$ cat config.mk
export PLATFORM = sky130hd
export DESIGN_NAME = counter_sched
export DESIGN_NICKNAME = d
export VERILOG_FILES = /design/src/rtl/counter_sched.sv
export SDC_FILE = /design/constraint.sdc
export NUM_CORES = 1
export LEC_CHECK = 0
export BUFFER_PORTS_ARGS = -buffer_cell sky130_fd_sc_hd__buf_2
export CORE_ASPECT_RATIO = 1.4
export CORE_UTILIZATION = 50
export DETAILED_ROUTE_END_ITERATION = 10
export HOLD_SLACK_MARGIN = 0.12
export PLACE_DENSITY_LB_ADDON = 0.25
export SYNTH_ARGS = -nofsm -noshare
export SYNTH_HDL_FRONTEND = slang
export SYNTH_SLANG_ARGS = --single-unit
$ cat constraint.sdc
create_clock -name clk -period 3 [get_ports clk]
set_input_delay 0.15 -clock clk [delete_from_list [all_inputs] [get_ports clk]]
set_output_delay 0.15 -clock clk [all_outputs]
set_load 0.005 [all_outputs]
$ cat src/rtl/counter_sched.sv
// counter_sched
//   Shares one interval counter among NUM_REQ requesters. A round-robin
//   arbiter picks a requester. The chosen requester's rollover value is
//   latched, and the counter then counts 1..rv on tick strobes. When the
//   interval completes, a one-cycle done pulse goes back to that requester.
//
// Ports
//   clk        in   1                 system clock, rising edge
//   rst        in   1                 synchronous active-high reset
//   req        in   NUM_REQ           level request per requester
//   req_val    in   NUM_REQ*CNT_BITS  packed rollover values, requester i at [i*CNT_BITS +: CNT_BITS]
//   tick       in   1                 count-enable strobe, used only while counting
//   abort      in   1                 cancel the active interval
//   grant      out  NUM_REQ           one-hot grant, high in LOAD and COUNT
//   done       out  NUM_REQ           one-cycle completion pulse to the grantee
//   busy       out  1                 high in LOAD, COUNT and DONE
//   cur_id     out  $clog2(NUM_REQ)   index of the last or current grantee
//   count_out  out  CNT_BITS          current count

module counter_sched #(
  parameter int NUM_REQ  = 4,
  parameter int CNT_BITS = 16
) (
  input  logic                         clk,
  input  logic                         rst,
  input  logic [NUM_REQ-1:0]           req,
  input  logic [NUM_REQ*CNT_BITS-1:0]  req_val,
  input  logic                         tick,
  input  logic                         abort,
  output logic [NUM_REQ-1:0]           grant,
  output logic [NUM_REQ-1:0]           done,
  output logic                         busy,
  output logic [$clog2(NUM_REQ)-1:0]   cur_id,
  output logic [CNT_BITS-1:0]          count_out
);

  localparam int ID_W = $clog2(NUM_REQ);

  typedef enum logic [1:0] {
    S_IDLE,
    S_LOAD,
    S_COUNT,
    S_DONE
  } state_t;

  state_t              state, nxt_state;
  logic [CNT_BITS-1:0] rv, nxt_rv;
  logic [ID_W-1:0]     last_winner, nxt_last_winner;
  logic [NUM_REQ-1:0]  nxt_grant, nxt_done;
  logic                nxt_busy;
  logic [ID_W-1:0]     nxt_cur_id;
  logic [CNT_BITS-1:0] nxt_count;

  logic                found;
  logic [ID_W-1:0]     winner;
  logic [ID_W-1:0]     cand;
  logic [CNT_BITS-1:0] cnt_inc;
  logic                abort_now;

  assign cnt_inc   = count_out + CNT_BITS'(1);
  // Dropping the grantee's request cancels the interval in the same way as abort.
  assign abort_now = abort | ~req[cur_id];

  // The round-robin search starts just above the last winner and wraps.
  // The most recent winner is therefore examined last.
  always_comb begin : rr_search
    found  = 1'b0;
    winner = '0;
    cand   = '0;
    for (int k = 1; k <= NUM_REQ; k++) begin
      cand = ID_W'((int'(last_winner) + k) % NUM_REQ);
      if (!found && req[cand]) begin
        found  = 1'b1;
        winner = cand;
      end
    end
  end

  // State and output registers. Every output comes straight from a flop.
  // Reset places the pointer on the top requester, which makes requester 0 the first winner.
  always_ff @(posedge clk) begin
    if (rst) begin
      state       <= S_IDLE;
      rv          <= '0;
      last_winner <= ID_W'(NUM_REQ - 1);
      grant       <= '0;
      done        <= '0;
      busy        <= 1'b0;
      cur_id      <= '0;
      count_out   <= '0;
    end else begin
      state       <= nxt_state;
      rv          <= nxt_rv;
      last_winner <= nxt_last_winner;
      grant       <= nxt_grant;
      done        <= nxt_done;
      busy        <= nxt_busy;
      cur_id      <= nxt_cur_id;
      count_out   <= nxt_count;
    end
  end

  // Next-state and next-output logic. The done default of zero keeps it to a single-cycle pulse.
  always_comb begin : fsm_next
    nxt_state       = state;
    nxt_rv          = rv;
    nxt_last_winner = last_winner;
    nxt_grant       = grant;
    nxt_done        = '0;
    nxt_busy        = busy;
    nxt_cur_id      = cur_id;
    nxt_count       = count_out;

    case (state)
      S_IDLE: begin
        if (found) begin
          nxt_state          = S_LOAD;
          nxt_rv             = req_val[int'(winner)*CNT_BITS +: CNT_BITS];
          nxt_last_winner    = winner;
          nxt_cur_id         = winner;
          nxt_grant          = '0;
          nxt_grant[winner]  = 1'b1;
          nxt_busy           = 1'b1;
          nxt_count          = '0;
        end
      end

      S_LOAD: begin
        if (abort_now) begin
          nxt_state = S_IDLE;
          nxt_grant = '0;
          nxt_busy  = 1'b0;
          nxt_count = '0;
        end else if (rv == '0) begin
          nxt_state        = S_DONE;
          nxt_grant        = '0;
          nxt_done[cur_id] = 1'b1;
        end else begin
          nxt_state = S_COUNT;
        end
      end

      S_COUNT: begin
        // Abort is checked first, so it wins over a tick that would complete the interval.
        if (abort_now) begin
          nxt_state = S_IDLE;
          nxt_grant = '0;
          nxt_busy  = 1'b0;
          nxt_count = '0;
        end else if (tick) begin
          nxt_count = cnt_inc;
          if (cnt_inc == rv) begin
            nxt_state        = S_DONE;
            nxt_grant        = '0;
            nxt_done[cur_id] = 1'b1;
          end
        end
      end

      S_DONE: begin
        nxt_state = S_IDLE;
        nxt_busy  = 1'b0;
      end

      default: begin
        nxt_state = S_IDLE;
        nxt_grant = '0;
        nxt_busy  = 1'b0;
      end
    endcase
  end

endmodule
==> results_tabular.tex <==
\begin{tabular}{lr}
\hline
Metric & Value \\
\hline
\multicolumn{2}{l}{\textbf{Worst setup path}} \\
Worst path bufs/invs & 0 \\
Series of cell instances along the critical path & nand4\_4, nor4\_4, xnor2\_1, or4\_4, a2111oi\_4, nand2\_1, a2111oi\_1 \\
Setup crit end kind & register \\
Critical R2R Launch & count\_out[3] \\
Setup CP Type & reg -> reg \\
Crit. Startpoint & count\_out[3] \\
CP Max Fanout & 9 \\
Startpoint types & register \\
Dominant delay contributor by cell family on the critical path & simple AND/OR/NAND/NOR gates \\
Crit-path max cell delay & 0.51 ns \\
Endpoint required time on the critical path & 3.19 ns \\
Data arrival, critical path & 3.00 ns \\
Worst path slowest cell & sky130\_fd\_sc\_hd\_\_dfxtp\_1 \\
\multicolumn{2}{l}{\textbf{Timing}} \\
Largest clock skew in the final design & 0.00832 ns \\
Setup-violating endpoint count in the final report & 0 \\
Worst hold slack across all endpoints & 0.232 ns \\
Final critical delay including setup and external delays & 2.81 ns \\
Part of the cycle the worst path needs & 93.8\% \\
RSZ-0062 raised after global routing & no \\
Max-slew violation count & 0 \\
Measured slew at the worst slew-check pin & 1.21 ns \\
Highest Clock Rate & 356 MHz \\
Setup TNS after final layout & 0 ns \\
Worst relative slew slack & 19.5\% \\
Hold Vio Cnt, Final & 0 \\
\multicolumn{2}{l}{\textbf{Global routing}} \\
Global Route Usage Sum & 25.7\% \\
Wire length of the first global-routing pass & 13900 µm \\
Maximum number of pins on one net before global-route repair & 48 \\
Grt total ovfl & 0 \\
Initial antenna violation count & 0 \\
Via count of the first global-routing pass & 3177 \\
\multicolumn{2}{l}{\textbf{Drt}} \\
Total wire length & 8340 µm \\
DR vias/cell & 5.73 \\
DRT antenna net count & 0 \\
Number of vias after detailed routing & 3432 \\
Final routed wire length divided by cell count & 13.9 µm \\
TritonRoute pass-1 iters & 4 \\
Number of violations reported at the end of detailed-routing iteration 0 & 138 \\
DRC & 0 \\
\multicolumn{2}{l}{\textbf{Logic synthesis}} \\
Adder and majority gate portion of the synthesized area & 1.98\% \\
Yosys top cell by area & sky130\_fd\_sc\_hd\_\_dfxtp\_1 \\
Net count after synthesis & 511 \\
Count of flip-flops with a built-in enable after synthesis & 0 \\
Synthesized-area fraction occupied by xor and xnor cells & 4.99\% \\
Instance count of the mapped netlist & 434 \\
Proportion of synthesized area in mux cells & 2.65\% \\
Yosys warning count & 0 \\
Synthesized-area fraction occupied by ao, oa, aoi and oai cells & 21.4\% \\
Post-synthesis async set-or-reset flop share & 0\% \\
Simple-gate portion of the synthesized area & 35.0\% \\
Part of the Yosys area used for sequential elements & 29.8\% \\
Post-synthesis sequential element count & 47 \\
Largest cells by area after synthesis & sky130\_fd\_sc\_hd\_\_dfxtp\_1 30\%, sky130\_fd\_sc\_hd\_\_nand2\_1 13\%, sky130\_fd\_sc\_hd\_\_a21oi\_1 6.5\%, sky130\_fd\_sc\_hd\_\_xnor2\_1 4.2\%, sky130\_fd\_sc\_hd\_\_o211ai\_1 4.0\% \\
Distinct cells, synth & 61 \\
Mapped Area & 0.00316 mm² \\
Average size of a mapped cell & 7.28 µm² \\
Primary flip-flop cell chosen by synthesis mapping & sky130\_fd\_sc\_hd\_\_dfxtp\_1 \\
Dominant cell by count in the synthesized netlist & sky130\_fd\_sc\_hd\_\_nand2\_1 \\
List of most frequent post-synthesis cells & 108 x sky130\_fd\_sc\_hd\_\_nand2\_1, 47 x sky130\_fd\_sc\_hd\_\_dfxtp\_1, 41 x sky130\_fd\_sc\_hd\_\_a21oi\_1 \\
Fraction of post-synthesis cell area in the top cell type by area & 29.8\% \\
Combinational family with the most area after synthesis & simple AND/OR/NAND/NOR gates \\
\multicolumn{2}{l}{\textbf{Floorplanning}} \\
Top-level I/O count & 99 \\
Effective utilization at floorplan & 52.8\% \\
Core area & 0.00599 mm² \\
Height of the chip & 96.1 µm \\
Std cell rows & 33 \\
DIE WIDTH & 69.2 µm \\
Total Die Area & 0.00665 mm² \\
\multicolumn{2}{l}{\textbf{CTS}} \\
CTS HTree Levels & 2 \\
TritonCTS clock tree & built \\
Clock buffer count from CTS & 5 \\
Number of sinks driven by the clock tree & 47 \\
Cell at the root of the clock tree & sky130\_fd\_sc\_hd\_\_clkbuf\_8 \\
Clk Latency, worst-skew pair & 0.30 ns \\
Number of hold-repair buffers added at the cts stage & 0 \\
Clock slew seen by the registers of the worst setup and hold paths & 0.09 ns \\
Worst-case clock buffer depth & 2 \\
\multicolumn{2}{l}{\textbf{Power}} \\
Peak supply drop & 0.230 mV \\
Leakage & 0.00172 µW \\
Switching component of the power & 523 µW \\
Switch share & 33.7\% \\
Relative contribution of the clock network to total power & 24.7\% \\
Cell internal power dissipation & 1030 µW \\
P per Cell Area & 402 mW/mm² \\
Sequential fraction of design power & 46.7\% \\
Combinational share of power & 28.7\% \\
\multicolumn{2}{l}{\textbf{Final layout}} \\
Layout cells sized above 1 & 25.9\% \\
Nets & 605 \\
\# diodes & 0 \\
Area overhead of the layout relative to synthesis & 22.1\% \\
\multicolumn{2}{l}{\textbf{Run}} \\
Total of max-cap violations & 0 \\
\multicolumn{2}{l}{\textbf{Outcome}} \\
Status & completed \\
\multicolumn{2}{l}{\textbf{Placed design}} \\
Port bufs & 98 \\
Routability-driven placement congestion ratio & 0.941 \\
Placed wire-length estimate after detailed placement & 6260 µm \\
\multicolumn{2}{l}{\textbf{Min path}} \\
Path class of the lowest-slack min-delay path & in -> reg \\
Hold wc startpoint & req\_val[49] \\
\hline
\end{tabular}
==> worst register-to-register path, cell delays in order (launching register included) <==
cell and delay [ns]:
sky130_fd_sc_hd__dfxtp_1 0.51, sky130_fd_sc_hd__nand4_4 0.23, sky130_fd_sc_hd__nor4_4 0.39, sky130_fd_sc_hd__xnor2_1 0.11, sky130_fd_sc_hd__or4_4 0.50, sky130_fd_sc_hd__a2111oi_4 0.35, sky130_fd_sc_hd__nand2_1 0.18, sky130_fd_sc_hd__a2111oi_1 0.43
==> cell type report <==
| type | instances | area [µm²] |
|---|---|---|
| Tap cell | 70 | 87.6 |
| Multi-Input combinational cell | 354 | 2120 |
| Timing Repair Buffer | 113 | 603 |
| Inverter | 7 | 26.3 |
| Clock buffer | 6 | 72.6 |
| Sequential cell | 47 | 941 |
| Clock inverter | 2 | 12.5 |
| Fill cell | 536 | 2130 |
==> layer usage <==
layer | wire [µm] | vias up | GRT usage [%]
met5 | 0 | - | 0
met4 | 63 | 0 | 7.82
met3 | 417 | 7 | 3.98
met2 | 4250 | 106 | 48.9
met1 | 3600 | 1583 | 29.3
li1 | - | 1736 | -
==> layout by cell type, fill, tap and decap left out, drive strengths merged, types with 7 or more instances in the layout <==
cell type / instances
nand3: 26
dfxtp: 47
nand2b: 10
nand2: 108
nor4: 8
nor2: 25
xnor2: 15
o21ai: 17
nand3b: 7
buf: 113
inv: 7
o211ai: 17
a21oi: 41
==> logic make-up after synthesis <==
| logic type | count (synthesis) |
|---|---|
| mux | 7 |
| flops | 47 |
| buf+inv | 33 |
| fa+ha+maj | 5 |
| xor+xnor | 18 |
| simple gates | 220 |
| compound gates | 104 |
==> through the flow <==
| step | instance area [µm²] | std cells | utilization [%] | power [µW] | setup WS, ns |
|---|---|---|---|---|---|
| 4_1_cts | 3840 | 599 | 64.2 | 1560 | 0.147 |
| 6_report | 3860 | 599 | 64.5 | 1550 | 0.187 |
| 3_5_place_dp | 3760 | 591 | 62.8 | 1180 | 0.175 |
| 3_3_place_gp | 3760 | 591 | 62.8 | 1170 | 0.294 |
| 2_1_floorplan | 3160 | 434 | - | 1040 | 0.278 |
| 5_1_grt | 3860 | 599 | 64.5 | 1640 | 0.0266 |
==> repair_timing <==
| item | 4_1_cts | 5_1_grt |
|---|---|---|
| gates resized for setup | 0 | 2 |
| setup endpoints to repair | 0 | 9 |
| buffers inserted | 0 | 0 |
==> power groups by stage <==
| stage | clock network [µW] | registers [µW] | logic [µW] |
|---|---|---|---|
| 4_1_cts | 386 | 724 | 447 |
| 6_report | 383 | 725 | 445 |
| 5_1_grt | 404 | 731 | 503 |
| 3_5_place_dp | 0 | 738 | 445 |
| 3_3_place_gp | 0 | 736 | 435 |
| 2_1_floorplan | 0 | 720 | 318 |
==> state kept, by name, summed over array words and instances, names as in the netlist <==
register,flops
busy,1
count_out,16
cur_id,2
done,4
grant,4
last_winner,2
rv,16
state,2
==> final timing paths <==
check                                 to  slack [ns]  depth (start not counted)
worst max-delay path             done[3]        0.19                          7
worst min-delay path               rv[1]        0.23                          5
worst max register to register   done[3]        0.19                          7
worst min register to register  grant[1]        0.50                          2
Note: power is estimated with default switching activity, not from simulation.
